### config.mk
export PLATFORM = sky130hd
export DESIGN_NAME = eth_idma_desc_sched
export DESIGN_NICKNAME = d
export VERILOG_FILES = /design/src/rtl/eth_idma_desc_sched.sv
export SDC_FILE = /design/constraint.sdc
export NUM_CORES = 1
export LEC_CHECK = 0
export BUFFER_PORTS_ARGS = -buffer_cell sky130_fd_sc_hd__buf_2
export CAP_MARGIN = 25
export CORE_AREA = 2 2 122 124
export CTS_CLUSTER_DIAMETER = 30
export DETAILED_ROUTE_END_ITERATION = 8
export DIE_AREA = 0 0 124 126
export PLACE_DENSITY_LB_ADDON = 0.05
export SKIP_LAST_GASP = 1
export SYNTH_ARGS = -nofsm -noshare
export SYNTH_HDL_FRONTEND = slang
export SYNTH_SLANG_ARGS = --single-unit
### constraint.sdc
create_clock -name clk_i -period 2 [get_ports clk_i]
set_input_delay 0.4 -clock clk_i [delete_from_list [all_inputs] [get_ports clk_i]]
set_output_delay 0.4 -clock clk_i [all_outputs]
set_load 0.02 [all_outputs]
### src/rtl/eth_idma_desc_sched.sv
// Shares one iDMA backend between TX and RX descriptor sources: round-robin
// grant, registered request slot, in-order response routing to channel pulses.
module eth_idma_desc_sched #(
  parameter int          AddrWidth   = 32,
  parameter int          TFLenWidth  = 32,
  parameter int          MaxInFlight = 4,
  parameter int          CntWidth    = 16,
  parameter logic [2:0]  AxiProto    = 3'd0,
  parameter logic [2:0]  AxisProto   = 3'd5
) (
  input  logic                  clk_i,
  input  logic                  rst_ni,
  input  logic                  enable_i,
  input  logic                  tx_desc_valid_i,
  output logic                  tx_desc_ready_o,
  input  logic [AddrWidth-1:0]  tx_desc_addr_i,
  input  logic [TFLenWidth-1:0] tx_desc_len_i,
  input  logic                  rx_desc_valid_i,
  output logic                  rx_desc_ready_o,
  input  logic [AddrWidth-1:0]  rx_desc_addr_i,
  input  logic [TFLenWidth-1:0] rx_desc_len_i,
  output logic                  dma_req_valid_o,
  input  logic                  dma_req_ready_i,
  output logic [AddrWidth-1:0]  dma_req_src_addr_o,
  output logic [AddrWidth-1:0]  dma_req_dst_addr_o,
  output logic [TFLenWidth-1:0] dma_req_len_o,
  output logic [2:0]            dma_req_src_proto_o,
  output logic [2:0]            dma_req_dst_proto_o,
  input  logic                  dma_rsp_valid_i,
  output logic                  dma_rsp_ready_o,
  input  logic                  dma_rsp_error_i,
  output logic                  tx_done_o,
  output logic                  rx_done_o,
  output logic                  tx_err_o,
  output logic                  rx_err_o,
  output logic [CntWidth-1:0]   tx_cnt_o,
  output logic [CntWidth-1:0]   rx_cnt_o,
  output logic                  busy_o
);

  localparam int OutW = $clog2(MaxInFlight + 1);
  localparam int PtrW = (MaxInFlight > 1) ? $clog2(MaxInFlight) : 1;
  localparam logic [OutW-1:0] OutMax  = OutW'(MaxInFlight);
  localparam logic [PtrW-1:0] PtrLast = PtrW'(MaxInFlight - 1);

  typedef enum logic {
    CH_TX = 1'b0,
    CH_RX = 1'b1
  } chan_e;

  logic                  req_full_q, req_full_d;
  logic [AddrWidth-1:0]  req_src_q, req_src_d;
  logic [AddrWidth-1:0]  req_dst_q, req_dst_d;
  logic [TFLenWidth-1:0] req_len_q, req_len_d;
  logic [2:0]            req_sproto_q, req_sproto_d;
  logic [2:0]            req_dproto_q, req_dproto_d;
  chan_e                 rr_q, rr_d;
  logic [OutW-1:0]       out_q, out_d;
  logic [MaxInFlight-1:0] fifo_q, fifo_d;
  logic [PtrW-1:0]       wr_ptr_q, wr_ptr_d;
  logic [PtrW-1:0]       rd_ptr_q, rd_ptr_d;
  logic                  tx_done_q, tx_done_d;
  logic                  rx_done_q, rx_done_d;
  logic                  tx_err_q, tx_err_d;
  logic                  rx_err_q, rx_err_d;
  logic [CntWidth-1:0]   tx_cnt_q, tx_cnt_d;
  logic [CntWidth-1:0]   rx_cnt_q, rx_cnt_d;

  logic grant_ok, grant, grant_rx, rsp_hs, head_rx;

  function automatic logic [PtrW-1:0] ptr_inc(input logic [PtrW-1:0] p);
    return (p == PtrLast) ? '0 : p + PtrW'(1);
  endfunction

  // Slots are reserved at grant, so a full pipeline blocks both readies even
  // when a response retires in the same cycle.
  always_comb begin
    grant_ok = rst_ni && enable_i && (out_q < OutMax) &&
               (!req_full_q || dma_req_ready_i);
    grant    = grant_ok && (tx_desc_valid_i || rx_desc_valid_i);
    grant_rx = rx_desc_valid_i && (!tx_desc_valid_i || (rr_q == CH_RX));
    rsp_hs   = dma_rsp_valid_i && (out_q != '0);
    head_rx  = fifo_q[rd_ptr_q];
  end

  always_comb begin
    req_full_d   = req_full_q;
    req_src_d    = req_src_q;
    req_dst_d    = req_dst_q;
    req_len_d    = req_len_q;
    req_sproto_d = req_sproto_q;
    req_dproto_d = req_dproto_q;
    rr_d         = rr_q;
    out_d        = out_q;
    fifo_d       = fifo_q;
    wr_ptr_d     = wr_ptr_q;
    rd_ptr_d     = rd_ptr_q;
    tx_done_d    = 1'b0;
    rx_done_d    = 1'b0;
    tx_err_d     = 1'b0;
    rx_err_d     = 1'b0;
    tx_cnt_d     = tx_cnt_q;
    rx_cnt_d     = rx_cnt_q;

    if (req_full_q && dma_req_ready_i) begin
      req_full_d = 1'b0;
    end

    if (grant) begin
      req_full_d = 1'b1;
      if (grant_rx) begin
        req_src_d    = '0;
        req_dst_d    = rx_desc_addr_i;
        req_len_d    = rx_desc_len_i;
        req_sproto_d = AxisProto;
        req_dproto_d = AxiProto;
      end else begin
        req_src_d    = tx_desc_addr_i;
        req_dst_d    = '0;
        req_len_d    = tx_desc_len_i;
        req_sproto_d = AxiProto;
        req_dproto_d = AxisProto;
      end
      if (tx_desc_valid_i && rx_desc_valid_i) begin
        rr_d = grant_rx ? CH_TX : CH_RX;
      end
      fifo_d[wr_ptr_q] = grant_rx;
      wr_ptr_d         = ptr_inc(wr_ptr_q);
    end

    // Responses return in issue order, so the FIFO head names the owner.
    if (rsp_hs) begin
      rd_ptr_d = ptr_inc(rd_ptr_q);
      if (head_rx) begin
        rx_done_d = 1'b1;
        rx_err_d  = dma_rsp_error_i;
        rx_cnt_d  = rx_cnt_q + CntWidth'(1);
      end else begin
        tx_done_d = 1'b1;
        tx_err_d  = dma_rsp_error_i;
        tx_cnt_d  = tx_cnt_q + CntWidth'(1);
      end
    end

    if (grant && !rsp_hs) begin
      out_d = out_q + OutW'(1);
    end else if (!grant && rsp_hs) begin
      out_d = out_q - OutW'(1);
    end
  end

  always_ff @(posedge clk_i or negedge rst_ni) begin
    if (!rst_ni) begin
      req_full_q   <= 1'b0;
      req_src_q    <= '0;
      req_dst_q    <= '0;
      req_len_q    <= '0;
      req_sproto_q <= '0;
      req_dproto_q <= '0;
      rr_q         <= CH_TX;
      out_q        <= '0;
      fifo_q       <= '0;
      wr_ptr_q     <= '0;
      rd_ptr_q     <= '0;
      tx_done_q    <= 1'b0;
      rx_done_q    <= 1'b0;
      tx_err_q     <= 1'b0;
      rx_err_q     <= 1'b0;
      tx_cnt_q     <= '0;
      rx_cnt_q     <= '0;
    end else begin
      req_full_q   <= req_full_d;
      req_src_q    <= req_src_d;
      req_dst_q    <= req_dst_d;
      req_len_q    <= req_len_d;
      req_sproto_q <= req_sproto_d;
      req_dproto_q <= req_dproto_d;
      rr_q         <= rr_d;
      out_q        <= out_d;
      fifo_q       <= fifo_d;
      wr_ptr_q     <= wr_ptr_d;
      rd_ptr_q     <= rd_ptr_d;
      tx_done_q    <= tx_done_d;
      rx_done_q    <= rx_done_d;
      tx_err_q     <= tx_err_d;
      rx_err_q     <= rx_err_d;
      tx_cnt_q     <= tx_cnt_d;
      rx_cnt_q     <= rx_cnt_d;
    end
  end

  assign tx_desc_ready_o     = grant && !grant_rx;
  assign rx_desc_ready_o     = grant && grant_rx;
  assign dma_req_valid_o     = req_full_q;
  assign dma_req_src_addr_o  = req_src_q;
  assign dma_req_dst_addr_o  = req_dst_q;
  assign dma_req_len_o       = req_len_q;
  assign dma_req_src_proto_o = req_sproto_q;
  assign dma_req_dst_proto_o = req_dproto_q;
  assign dma_rsp_ready_o     = (out_q != '0);
  assign busy_o              = (out_q != '0);
  assign tx_done_o           = tx_done_q;
  assign rx_done_o           = rx_done_q;
  assign tx_err_o            = tx_err_q;
  assign rx_err_o            = rx_err_q;
  assign tx_cnt_o            = tx_cnt_q;
  assign rx_cnt_o            = rx_cnt_q;

endmodule
==> flow_summary.ini <==
[setup_path]
critPathKind = reg2out
cp.required_ns = 1.60
path_max_fanout = 3
start_kind = register
crit_path_end_kind = output port
worstPathArrival_ns = 1.54

[clock_network]
clkSinkCount = 147
cts_buffers = 17
ctsHoldBuffers = 0
cts_buffer_depth = 2
path_clk_slew_ns = 0.06
cts_root_buf = clkbuf_16
cts_tree = done
h-tree-depth = 4
worstSkewPairLatency_ns = 0.42

[yosys]
synth_edf_count = 0
synth_fa_ha_area_share_pct = 2.04
yosys_warnings = 0
synth_top_family_by_area = compound AO/OA/AOI/OAI gates
netlist.area_leader.share_pct = 62.4
ys_seq_elements = 147
synth_xor_area_share_pct = 5.05
syn_area_um2 = 5890
ys_top_cells_by_area = dfrtp_1, a22o_1, nand2_1
synth_compound_area_share_pct = 14.9
syn_avg_cell_area_um2 = 12.3
ys_top_cells_by_count = dfrtp_1, nand2_1, a22o_1, a22oi_1, xnor2_1
synth-simple-area-share_pct = 10.8
synth-async-reset-ratio_pct = 100
syn_inst = 478
ys.flop_type = dfrtp_1
synth_seq_area_share_pct = 62.4
synth.most_common_cell = dfrtp_1
synth.distinct_cells = 40
muxShareOfSynthArea_pct = 1.02
synth_area_leader_cell = dfrtp_1

[placed_design]
port_buffers = 276
hpwl_mm = 10.9
pre_cts_ws_ns = -0.0853
gp_congestion = 0.778

[pwr]
internal_power_mw = 8.27
p_seq_share_pct = 37.9
combPwrFrac_pct = 36.9
p_leak_nw = 4.38
switching_share_pct = 36.8
ir_drop_mv = 0.668
power.switching_mw = 4.82
p_per_area_nw_per_um2 = 1600
clkPwrFrac_pct = 25.2

[floorplan]
dieHeight_um = 126
start_util_pct = 41.2
die-area_um2 = 15600
io-pin-count = 279
core_area_um2 = 14300
rows = 44
die_w_um = 124

[layout]
drive_gt1_share_pct = 44.6
synthToLayoutAreaGrowth_pct = 38.9
nets = 905
antenna_cells = 0

[route]
drt_iter0_drc = 270
drt_wl_total_mm = 15.6
vias_per_cell = 5.03
via_count = 4813
ant_nets = 0
drtPass1Iterations = 4
wire_per_inst_um = 16.3
drc_errors = 0

[timing]
worstMarginPinSlew_ns = 0.777
relSlewSlack_pct = 48.2
finalCritPeriodShare_pct = 96.9
finalHoldViolCount = 0
fin_skew_ns = 0.00917
tns_ns = 0
grt_setup_unrepaired = yes
finalMaxSlewViolations = 0
min_period_ns = 1.94
report.final.setup_viol = 0
timing.final.ws_setup_ns = 0.0620
fmax_mhz = 516
whs_ns = 0.136

[global_route]
grt_pass1_vias = 4703
grt_overflow = 0
grt_pass1_wl_mm = 24.2
grt_usage_pct = 20.1
antenna_found_initial = 0
grt_max_degree = 148

[run]
max_cap_viol_count = 0

[status]
status = complete, no violations

[hold_path]
holdCritPathClass = in2async
## timing repair
action                     in CTS  in global routing
pin swaps                       1                  3
hold endpoints to repair        0                  0
gates resized for setup         4                  5
setup endpoints to repair       2                  6
gates cloned                    0                  0
setup buffers                   2                  1
## stage by stage
stage	util [%]	instance area [um2]	power (mW)	instances
after floorplan	-	5900	7.96	479
after global placement	52.5	7510	9.71	922
after detailed placement	52.5	7510	9.82	922
after CTS	57.0	8160	13.2	956
after global routing	57.2	8180	13.8	957
final	57.2	8180	13.1	957
## power groups by stage
| stage | Sequential [mW] | Combinational, mW | Clock [mW] |
|---|---|---|---|
| 2_1_floorplan | 6.20 | 1.76 | 0 |
| 3_3_place_gp | 4.95 | 4.77 | 0 |
| 3_5_place_dp | 4.97 | 4.85 | 0 |
| 4_1_cts | 4.96 | 4.87 | 3.38 |
| 5_1_grt | 5.12 | 5.21 | 3.51 |
| 6_report | 4.96 | 4.82 | 3.30 |
## metal layers
metal	vias up	global-route usage (%)	share of wire [%]
met2	200	31.8	48
met5	-	0	0
met3	20	5.30	7.1
li1	2262	-	-
met1	2331	26.7	43
met4	0	7.47	1.7
## worst paths after layout
check                      slack, ns                            to  cells after the start                     start
setup / recovery                0.06               tx_desc_ready_o                      4      out_q[2]$_DFFE_PN0P_
min in group clk_i              0.17  dma_req_len_o[7]$_DFFE_PN0P_                      3          rx_desc_len_i[7]
hold reg to reg                 0.47      tx_cnt_o[15]$_DFFE_PN0P_                      1  tx_cnt_o[15]$_DFFE_PN0P_
setup reg to reg                0.10          out_q[2]$_DFFE_PN0P_                      9      out_q[2]$_DFFE_PN0P_
hold / removal                  0.14      tx_cnt_o[13]$_DFFE_PN0P_                      2                    rst_ni
max in group asynchronous       1.29  dma_req_len_o[4]$_DFFE_PN0P_                      2                    rst_ni
## logic make-up after synthesis
kind of cell,count (synthesis)
compound gates,109
xor+xnor,34
fa+ha+maj,9
buf+inv,42
flops,147
mux,4
other cells,1
simple gates,132
## layout by cell type (no fill, tap or decap), types with 2 or more instances in the layout
master	n
a22o_1	64
and4_1	4
buf_4	18
nand2_1	76
bufinv_16	3
xnor2_1	28
clkbuf_1	2
dfrtp_1	147
buf_2	273
and2_1	3
conb_1	2
ha_1	7
o21ai_0	2
clkbuf_8	5
a22oi_1	32
mux2_2	2
nand4_1	12
clkinv_2	2
clkinvlp_4	3
a21oi_1	8
inv_1	5
nand3_1	11
clkbuf_16	17
nor3_1	3
and3_1	7
buf_12	3
xor2_1	6
nor2_1	5
buf_6	3
## worst max-delay path, stage by stage, from the launching register on
cell	delay, ns
dfrtp_1	0.39
and3b_2	0.27
buf_4	0.12
and4_4	0.22
buf_6	0.12
## state kept, by name, indices dropped and copies added (netlist names), 2 cells and up
| signal | flops |
|---|---|
| fifo_q | 4 |
| rx_cnt_o | 16 |
| dma_req_len_o | 32 |
| tx_cnt_o | 16 |
| dma_req_dst_addr_o | 32 |
| out_q | 3 |
| rd_ptr_q | 2 |
| wr_ptr_q | 2 |
| dma_req_src_addr_o | 32 |
## area by class of cell
class | count | area (um2)
Clock inverter | 8 | 123
Tap cell | 184 | 230
Multi-Input combinational cell | 290 | 2020
Fill cell | 1293 | 6130
Sequential cell | 147 | 3680
Timing Repair Buffer | 297 | 1600
Clock buffer | 24 | 502
Inverter | 7 | 31.3
No activity file was read; power rests on OpenSTA's default activity.
